File: src/rtl/house_status_tx.sv
// Status telemetry transmitter: snapshots synchronised house status and sends a
// 4-byte UART 8N1 frame (A5, STAT_A, STAT_B, CHK) on change or periodically.
module house_status_tx #(
    parameter int CLK_HZ    = 50_000_000,
    parameter int BAUD      = 115200,
    parameter int REPORT_MS = 100
) (
    input  logic       clk,
    input  logic       reset_n,
    input  logic       smoke,
    input  logic       buzzer,
    input  logic       led_alert,
    input  logic [1:0] switch_pos,
    input  logic       limit_up_n,
    input  logic       limit_down_n,
    input  logic       presence_1,
    input  logic       presence_2,
    input  logic       light_1,
    input  logic       light_2,
    output logic       tx,
    output logic       busy,
    output logic       frame_done,
    output logic [3:0] seq
);

    localparam int CLKS_PER_BIT  = CLK_HZ / BAUD;
    localparam int REPORT_CYCLES = (CLK_HZ / 1000) * REPORT_MS;
    localparam int BIT_W         = $clog2(CLKS_PER_BIT);
    localparam int RPT_W         = $clog2(REPORT_CYCLES);

    localparam logic [7:0]       SYNC_BYTE = 8'hA5;
    localparam logic [BIT_W-1:0] BIT_LAST  = BIT_W'(CLKS_PER_BIT - 1);
    localparam logic [RPT_W-1:0] RPT_LAST  = RPT_W'(REPORT_CYCLES - 1);
    localparam logic [RPT_W-1:0] RPT_ARM   = RPT_W'(REPORT_CYCLES - 2);

    typedef enum logic [1:0] {IDLE, START, DATA, STOP} state_t;

    state_t             state, state_next;
    logic [10:0]        raw_status, sync_p0, sync_p1, snap;
    logic [BIT_W-1:0]   bit_tmr;
    logic [2:0]         bit_cnt;
    logic [1:0]         byte_idx;
    logic [RPT_W-1:0]   rpt_tmr;
    logic               pending;
    logic [7:0]         stat_a_q, stat_b_q, chk_q, cur_byte;
    logic [7:0]         stat_a_next, stat_b_next;
    logic [3:0]         seq_launch;
    logic               bit_end, last_byte, frame_end, launch;

    // Limit switches are inverted up front so an all-inactive house reads as zero.
    assign raw_status = {smoke, buzzer, led_alert, ~limit_up_n, ~limit_down_n, switch_pos,
                         light_2, light_1, presence_2, presence_1};

    // Stage p0/p1: two-flop synchronisers
    always_ff @(posedge clk or negedge reset_n) begin
        if (!reset_n) begin
            sync_p0 <= '0;
            sync_p1 <= '0;
        end else begin
            sync_p0 <= raw_status;
            sync_p1 <= sync_p0;
        end
    end

    assign bit_end   = (bit_tmr == BIT_LAST);
    assign last_byte = (byte_idx == 2'd3);
    assign frame_end = (state == STOP) && bit_end && last_byte;
    // A pending frame launches from IDLE, or straight out of the last stop bit so
    // back-to-back frames have no idle cycle between them.
    assign launch    = pending && ((state == IDLE) || frame_end);

    always_ff @(posedge clk or negedge reset_n) begin
        if (!reset_n) state <= IDLE;
        else          state <= state_next;
    end

    always_comb begin
        state_next = state;
        case (state)
            IDLE:  if (pending) state_next = START;
            START: if (bit_end) state_next = DATA;
            DATA:  if (bit_end && bit_cnt == 3'd7) state_next = STOP;
            STOP:  if (bit_end) state_next = (!last_byte || pending) ? START : IDLE;
            default: state_next = IDLE;
        endcase
    end

    always_ff @(posedge clk or negedge reset_n) begin
        if (!reset_n) begin
            bit_tmr  <= '0;
            bit_cnt  <= '0;
            byte_idx <= '0;
            seq      <= '0;
        end else begin
            if (state == IDLE) begin
                bit_tmr  <= '0;
                bit_cnt  <= '0;
                byte_idx <= '0;
            end else begin
                bit_tmr <= bit_end ? '0 : bit_tmr + BIT_W'(1);
                if (state == DATA && bit_end) bit_cnt  <= bit_cnt + 3'd1;
                if (state == STOP && bit_end) byte_idx <= byte_idx + 2'd1;
            end
            if (frame_end) seq <= seq + 4'd1;
        end
    end

    // A frame launched on the final stop cycle must already carry the incremented seq.
    assign seq_launch  = frame_end ? seq + 4'd1 : seq;
    assign stat_a_next = {1'b0, sync_p1[10:4]};
    assign stat_b_next = {seq_launch, sync_p1[3:0]};

    always_ff @(posedge clk or negedge reset_n) begin
        if (!reset_n) begin
            snap     <= '0;
            stat_a_q <= '0;
            stat_b_q <= '0;
            chk_q    <= '0;
        end else if (launch) begin
            snap     <= sync_p1;
            stat_a_q <= stat_a_next;
            stat_b_q <= stat_b_next;
            chk_q    <= SYNC_BYTE ^ stat_a_next ^ stat_b_next;
        end
    end

    // Pending is armed one cycle early so it is visible when the timer hits its last count.
    always_ff @(posedge clk or negedge reset_n) begin
        if (!reset_n) begin
            pending <= 1'b1;
            rpt_tmr <= '0;
        end else if (launch) begin
            pending <= 1'b0;
            rpt_tmr <= '0;
        end else begin
            if (rpt_tmr != RPT_LAST) rpt_tmr <= rpt_tmr + RPT_W'(1);
            if ((sync_p1 != snap) || (rpt_tmr == RPT_ARM)) pending <= 1'b1;
        end
    end

    always_comb begin
        cur_byte = SYNC_BYTE;
        case (byte_idx)
            2'd1:    cur_byte = stat_a_q;
            2'd2:    cur_byte = stat_b_q;
            2'd3:    cur_byte = chk_q;
            default: cur_byte = SYNC_BYTE;
        endcase
    end

    always_comb begin
        tx = 1'b1;
        case (state)
            START:   tx = 1'b0;
            DATA:    tx = cur_byte[bit_cnt];
            default: tx = 1'b1;
        endcase
    end

    assign busy       = (state != IDLE);
    assign frame_done = frame_end;

endmodule
File: config.mk
export PLATFORM = sky130hd
export DESIGN_NAME = house_status_tx
export DESIGN_NICKNAME = d
export VERILOG_FILES = /design/src/rtl/house_status_tx.sv
export SDC_FILE = /design/constraint.sdc
export NUM_CORES = 1
export LEC_CHECK = 0
export BUFFER_PORTS_ARGS = -buffer_cell sky130_fd_sc_hd__buf_2
export CAP_MARGIN = 20
export CORE_MARGIN = 3
export CORE_UTILIZATION = 35
export CTS_CLUSTER_SIZE = 12
export DETAILED_ROUTE_END_ITERATION = 16
export SYNTH_ARGS = -nofsm -noshare
export SYNTH_HDL_FRONTEND = slang
export SYNTH_SLANG_ARGS = --single-unit
File: constraint.sdc
create_clock -name clk -period 2.5 [get_ports clk]
set_clock_uncertainty 0.2 [all_clocks]
set_input_delay 0 -clock clk [delete_from_list [all_inputs] [get_ports clk]]
set_output_delay 0 -clock clk [all_outputs]
set_load 0.005 [all_outputs]
[After elaboration in Yosys (flattened, before gate mapping)]
Cells that the tools add are included.
Cells by class
  order comparisons: 1
  mux-type cells: 21
  eq/ne operators: 15
  $add $sub $neg: 5
  reduce and logical (&&, ||, !) cells: 16
  bitwise operators: 4
Operator list (number)
  two-way mux 23 bit: 2
  one-hot mux 8 bit (3 select lines): 1
  adder 23 x 1 -> 23 bit, second input constant: 1
  equality test 23 bit, second input constant: 1
  != test 23 bit, second input constant: 1
  two-way mux 9 bit: 2
  two-way mux 2 bit: 6
  != test 11 bit: 1
  nonzero test 2 bit: 5
  adder 9 x 1 -> 9 bit, second input constant: 1
  equality test 9 bit, second input constant: 1
  equality test 2 bit, second input constant: 4
  != test 2 bit, second input constant: 4
  one-hot mux 2 bit (4 select lines): 1
  XOR 8 bit: 1
  two-way mux 3 bit: 2
  logical AND 1 bit: 5
  adder 4 x 1 -> 4 bit, second input constant: 1
  equality test 2 x 1 -> 1 bit, second input constant: 2
  less-than comparator 3 x 4 -> 1 bit, second input constant: 1
  two-way mux 1 bit: 4
  two-way mux 4 bit: 1
  inverter 3 -> 4 bit: 1
  AND reduction 4 bit: 1
  other kinds (9): 12
Word-level totals
  logic and storage cells: 75
  output and inout bits: 7
  register bits after elaboration: 100
  input port bits: 13

[Depth between registers and ports, before layout]
  depth in word-level cells: 6
  gate-level depth with buffers: 9
  depth with buffers taken out: 7

[Worst setup path before layout]
Ideal clock, no wire load.
  kind: register to register
  start point: reg rpt_tmr[20]
  end point: reg rpt_tmr[1]
  arrival time: 1.720 ns
  setup slack: 0.458 ns
  clock period less this slack: 2.042 ns
  buffers on the path: 1
  stages on the path, launching flop included: 7
  required time: 2.179 ns
  cells stage by stage: dfrtp_1 > or4b_2 > nor3_1 > and3b_1 > buf_2 > mux2i_1 > nor2_1
On the way
  longest elaborated chain between the ends: 2
Ends and longest elaborated chain
  start: declaration: line 43  | logic [RPT_W-1:0] rpt_tmr;
  start signal: assignment: line 136  | if (rpt_tmr != RPT_LAST) rpt_tmr <= rpt_tmr + RPT_W'(1);
  != test 23 bit: line 136
  nonzero test 2 bit (no line)
Every way passes these cells.
A chain may end at the register's enable or synchronous reset.

[Worst setup path after layout]
  start point: reg byte_idx[0]
  end point: out tx
On the way
  longest elaborated chain between the ends: 5
  elaborated cells on any way between the ends: 7
Ends and longest elaborated chain
  start: declaration: line 42  | logic [1:0] byte_idx;
  start signal: assignment: line 102  | if (state == STOP && bit_end) byte_idx <= byte_idx + 2'd1;
  equality test 2 bit or equality test 2 x 1 -> 1 bit (tied branches): line 143  | case (byte_idx)
  one-hot mux 8 bit (3 select lines) *: line 143
  binary-select mux 1 bit (select 3 bit) *: line 155  | DATA: tx = cur_byte[bit_cnt];
  two-way mux 1 bit (implied by the code) *: line 155
  one-hot mux 1 bit (2 select lines) *: line 153  | case (state)
  end: declaration: line 20  | output logic tx,
Mark *: on every way between the ends. The rest lies on a longest branch, timed or not. The select of a mux whose other input is x is not followed.

==> qor.csv <==
stage,metric,value,unit
run_status,status,completed,
cts,clockRootBuffer,clkbuf_16,
floorplanning,core_area,11100,um^2
routing,drt_wl_total,7.79,mm
synthesis,syn-num-nets,431,
sta,fin_tns_setup,0,ps
global_routing,grt_max_degree,51,
synthesis,yosys_warnings,0,
synthesis,avgSynthCellArea,10.2,um^2
cells_and_area,regArea,2230,um^2
synthesis,netlist_top_cells_area,"dfrtp_1, xnor2_1, nand2_1",
sta,min_period_over_period,0.913,
routing,wl_per_cell,13.3,um
floorplanning,num_io_pins,20,
floorplanning,dieWidth,114,um
sta,rsz0062_at_grt,no,
pwr,swShare,0.346,
synthesis,synthArstFlopShare,1.00,
global_routing,gr-total-overflow,0,
setup_path,reg2reg_slack,310,ps
synthesis,synth_cell_types,46,
synthesis,netlist_area,4090,um^2
place,place_area,4390,um^2
setup_path,worstSetupEndpointType,output pin,
min_path,min_path_type,in2async,
pwr,p_leak,2.19,nW
routing,vias,2882,
sta,timing.slew.headroom,0.570,
global_routing,grt_pass1_wl,13.9,mm
floorplanning,die_y,114,um
synthesis,yosys.area.top_type,dfrtp_1,
cells_and_area,multiInputGateArea,1750,um^2
floorplanning,die-area,13000,um^2
place,gp_congestion,0.800,
synthesis,synth-seq-cells,89,
sta,finalHoldViolCount,0,
synthesis,netlist_instances,403,
setup_path,cp.required,2300,ps
sta,max_freq,0.438,GHz
cells_and_area,nets,467,
cells_and_area,syn2layout_area_growth,17.7,%
pwr,power.density,902,nW/um^2
floorplanning,rows,38,
pwr,internal_power,2.85,mW
routing,drc_errors,0,
synthesis,synth_top_flop_cell,dfrtp_1,
cts,cts_tree,built,
flow_run,drv_cap,0,
cells_and_area,fill_cells,1053,
sta,worst_pin_slew,641,ps
synthesis,seq_area_frac_synth,0.544,
synthesis,synth_edf_count,0,
global_routing,track_usage,0.132,
global_routing,grt_pass1_vias,2873,
routing,drt_iter0_drc,164,
pwr,clkPwrFrac,0.309,
cts,clkTransAtPathRegs,70,ps
setup_path,worstSetupPathType,reg2out,
routing,viasPerCell,4.93,
routing,drtPass1Iterations,4,
cts,clockBufferDepth,2,
cts,clk_latency,340,ps
pwr,p_seq_frac,0.449,
place,portBuffers,19,
sta,report.final.slew_viol_count,0,
global_routing,antenna_found_initial,0,
cells_and_area,diodes,0,
sta,layout_min_cycle_time,2280,ps
place,dp_hpwl,5.38,mm
routing,ant_nets,0,
floorplanning,start_util,0.368,
cts,clock_sinks,89,
cts,h-tree-depth,3,
cells_and_area,final_cell_area,4820,um^2
synthesis,synth_top_area_frac,0.538,
cells_and_area,drive_gt1_frac,0.113,
sta,finalSetupViolCount,0,
cts,cts_buffers,9,
pwr,ir_worst_vdd,536,uV
pwr,power_frac_comb,0.241,
pwr,p_switching,1.50,mW
setup_path,arrival,2080,ps
setup_path,startpoint_type,register,
setup_path,cp_max_fo,8,
cell families (layout without fill, tap and decap cells):
family | Yosys count | count (layout) | synth area share
buf+inv | 30 | 71 | 0.0293
flops | 89 | 89 | 0.544
xor+xnor | 46 | 46 | 0.0984
fa+ha+maj | 15 | 15 | 0.0458
simple gates | 171 | 171 | 0.200
mux | 2 | 2 | 0.00489
compound gates | 50 | 50 | 0.0776
worst max-delay path: stages, from the launching register on:
cell,delay [ps]
dfrtp_1,380
inv_1,100
ha_2,260
a211o_1,270
a221oi_1,220
a311oi_1,80
a21oi_1,140
o221ai_1,140
buf_2,150
synthesized netlist by cell type (all sizes together) (5+ instances only):
cell / instances
a21oi: 10
a22oi: 8
and3: 5
buf: 6
clkbuf: 9
dfrtp: 88
ha: 15
inv: 15
nand2: 66
nand3: 19
nand4: 8
nor2: 37
nor3: 13
o21ai: 15
xnor2: 29
xor2: 17
layout make-up:
type	count	share of cell area
Clock inverter	7	0.0169
Clock buffer	9	0.0467
Inverter	15	0.0117
Tap cell	140	0.0364
Timing Repair Buffer	40	0.0618
Sequential cell	89	0.462
Multi-Input combinational cell	284	0.364
sequential cells by signal, indices dropped and copies added (netlist names):
register / count
bit_cnt: 3
pending: 1
snap: 11
rpt_tmr: 23
sync_p0: 11
chk_q: 8
bit_tmr: 9
sync_p1: 11
seq: 4
state: 2
stat_b_q: 4
byte_idx: 2
timing repair:
| action | CTS | global route |
|---|---|---|
| endpoints found under the hold margin | 99 | 0 |
| hold buffers | 12 | 0 |
| gates resized for setup | 0 | 2 |
| buffers inserted | 0 | 0 |
| setup endpoints to repair | 0 | 1 |
stage by stage:
stage,cells,hold WS [ps],setup slack (ps),total power [mW],util
CTS,584,35.6,88.9,4.41,0.433
floorplan,403,-496,458,2.68,-
detailed placement,556,-129,302,3.03,0.394
finish,584,25.6,218,4.35,0.433
global route,584,83.2,62.8,4.65,0.433
global placement,556,-138,361,2.99,0.394
power by group through the flow:
stage               clock network [mW]  logic [mW]  registers [mW]
global placement                     0        1.02            1.97
floorplan                            0       0.771            1.91
finish                            1.34        1.05            1.95
global route                      1.44        1.21            1.99
detailed placement                   0        1.05            1.98
CTS                               1.39        1.07            1.95
path summary, 6_finish.rpt:
| check | to | depth (start not counted) | start |
|---|---|---|---|
| min | sync_p0[6] | 2 | reset_n |
| max | tx | 8 | byte_idx[0] |
| max reg2reg | chk_q[3] | 6 | state[1] |
| min reg2reg | sync_p1[10] | 0 | sync_p0[10] |
| max in group asynchronous | pending | 3 | reset_n |
| min in group clk | sync_p0[1] | 2 | presence_2 |
layout by cell type (no fill, tap or decap), drive strengths merged, types with 2 or more instances in the layout:
| cell | count |
|---|---|
| ha | 15 |
| mux2i | 2 |
| nor4 | 3 |
| o21ai | 15 |
| nor2 | 37 |
| buf | 28 |
| clkinv | 4 |
| or4b | 2 |
| dlygate4sd3 | 12 |
| nor3 | 13 |
| nand3b | 2 |
| inv | 18 |
| and3b | 2 |
| a21oi | 10 |
| or3 | 3 |
| and4 | 2 |
| a211oi | 3 |
| xnor2 | 29 |
| dfrtp | 88 |
| a22oi | 8 |
| or4 | 2 |
| clkbuf | 9 |
| nand2 | 66 |
| xor2 | 17 |
| a31oi | 3 |
| nand4 | 8 |
| and3 | 5 |
| nor2b | 3 |
| nand3 | 19 |
per-layer routing:
| layer | wire length (um) | vias up | track usage |
|---|---|---|---|
| met5 | 0 | - | 0 |
| li1 | - | 1436 | - |
| met4 | 91 | 0 | 0.0499 |
| met1 | 3920 | 1400 | 0.182 |
| met2 | 3550 | 40 | 0.205 |
| met3 | 227 | 6 | 0.0291 |
(Power assumes the default switching activity.)
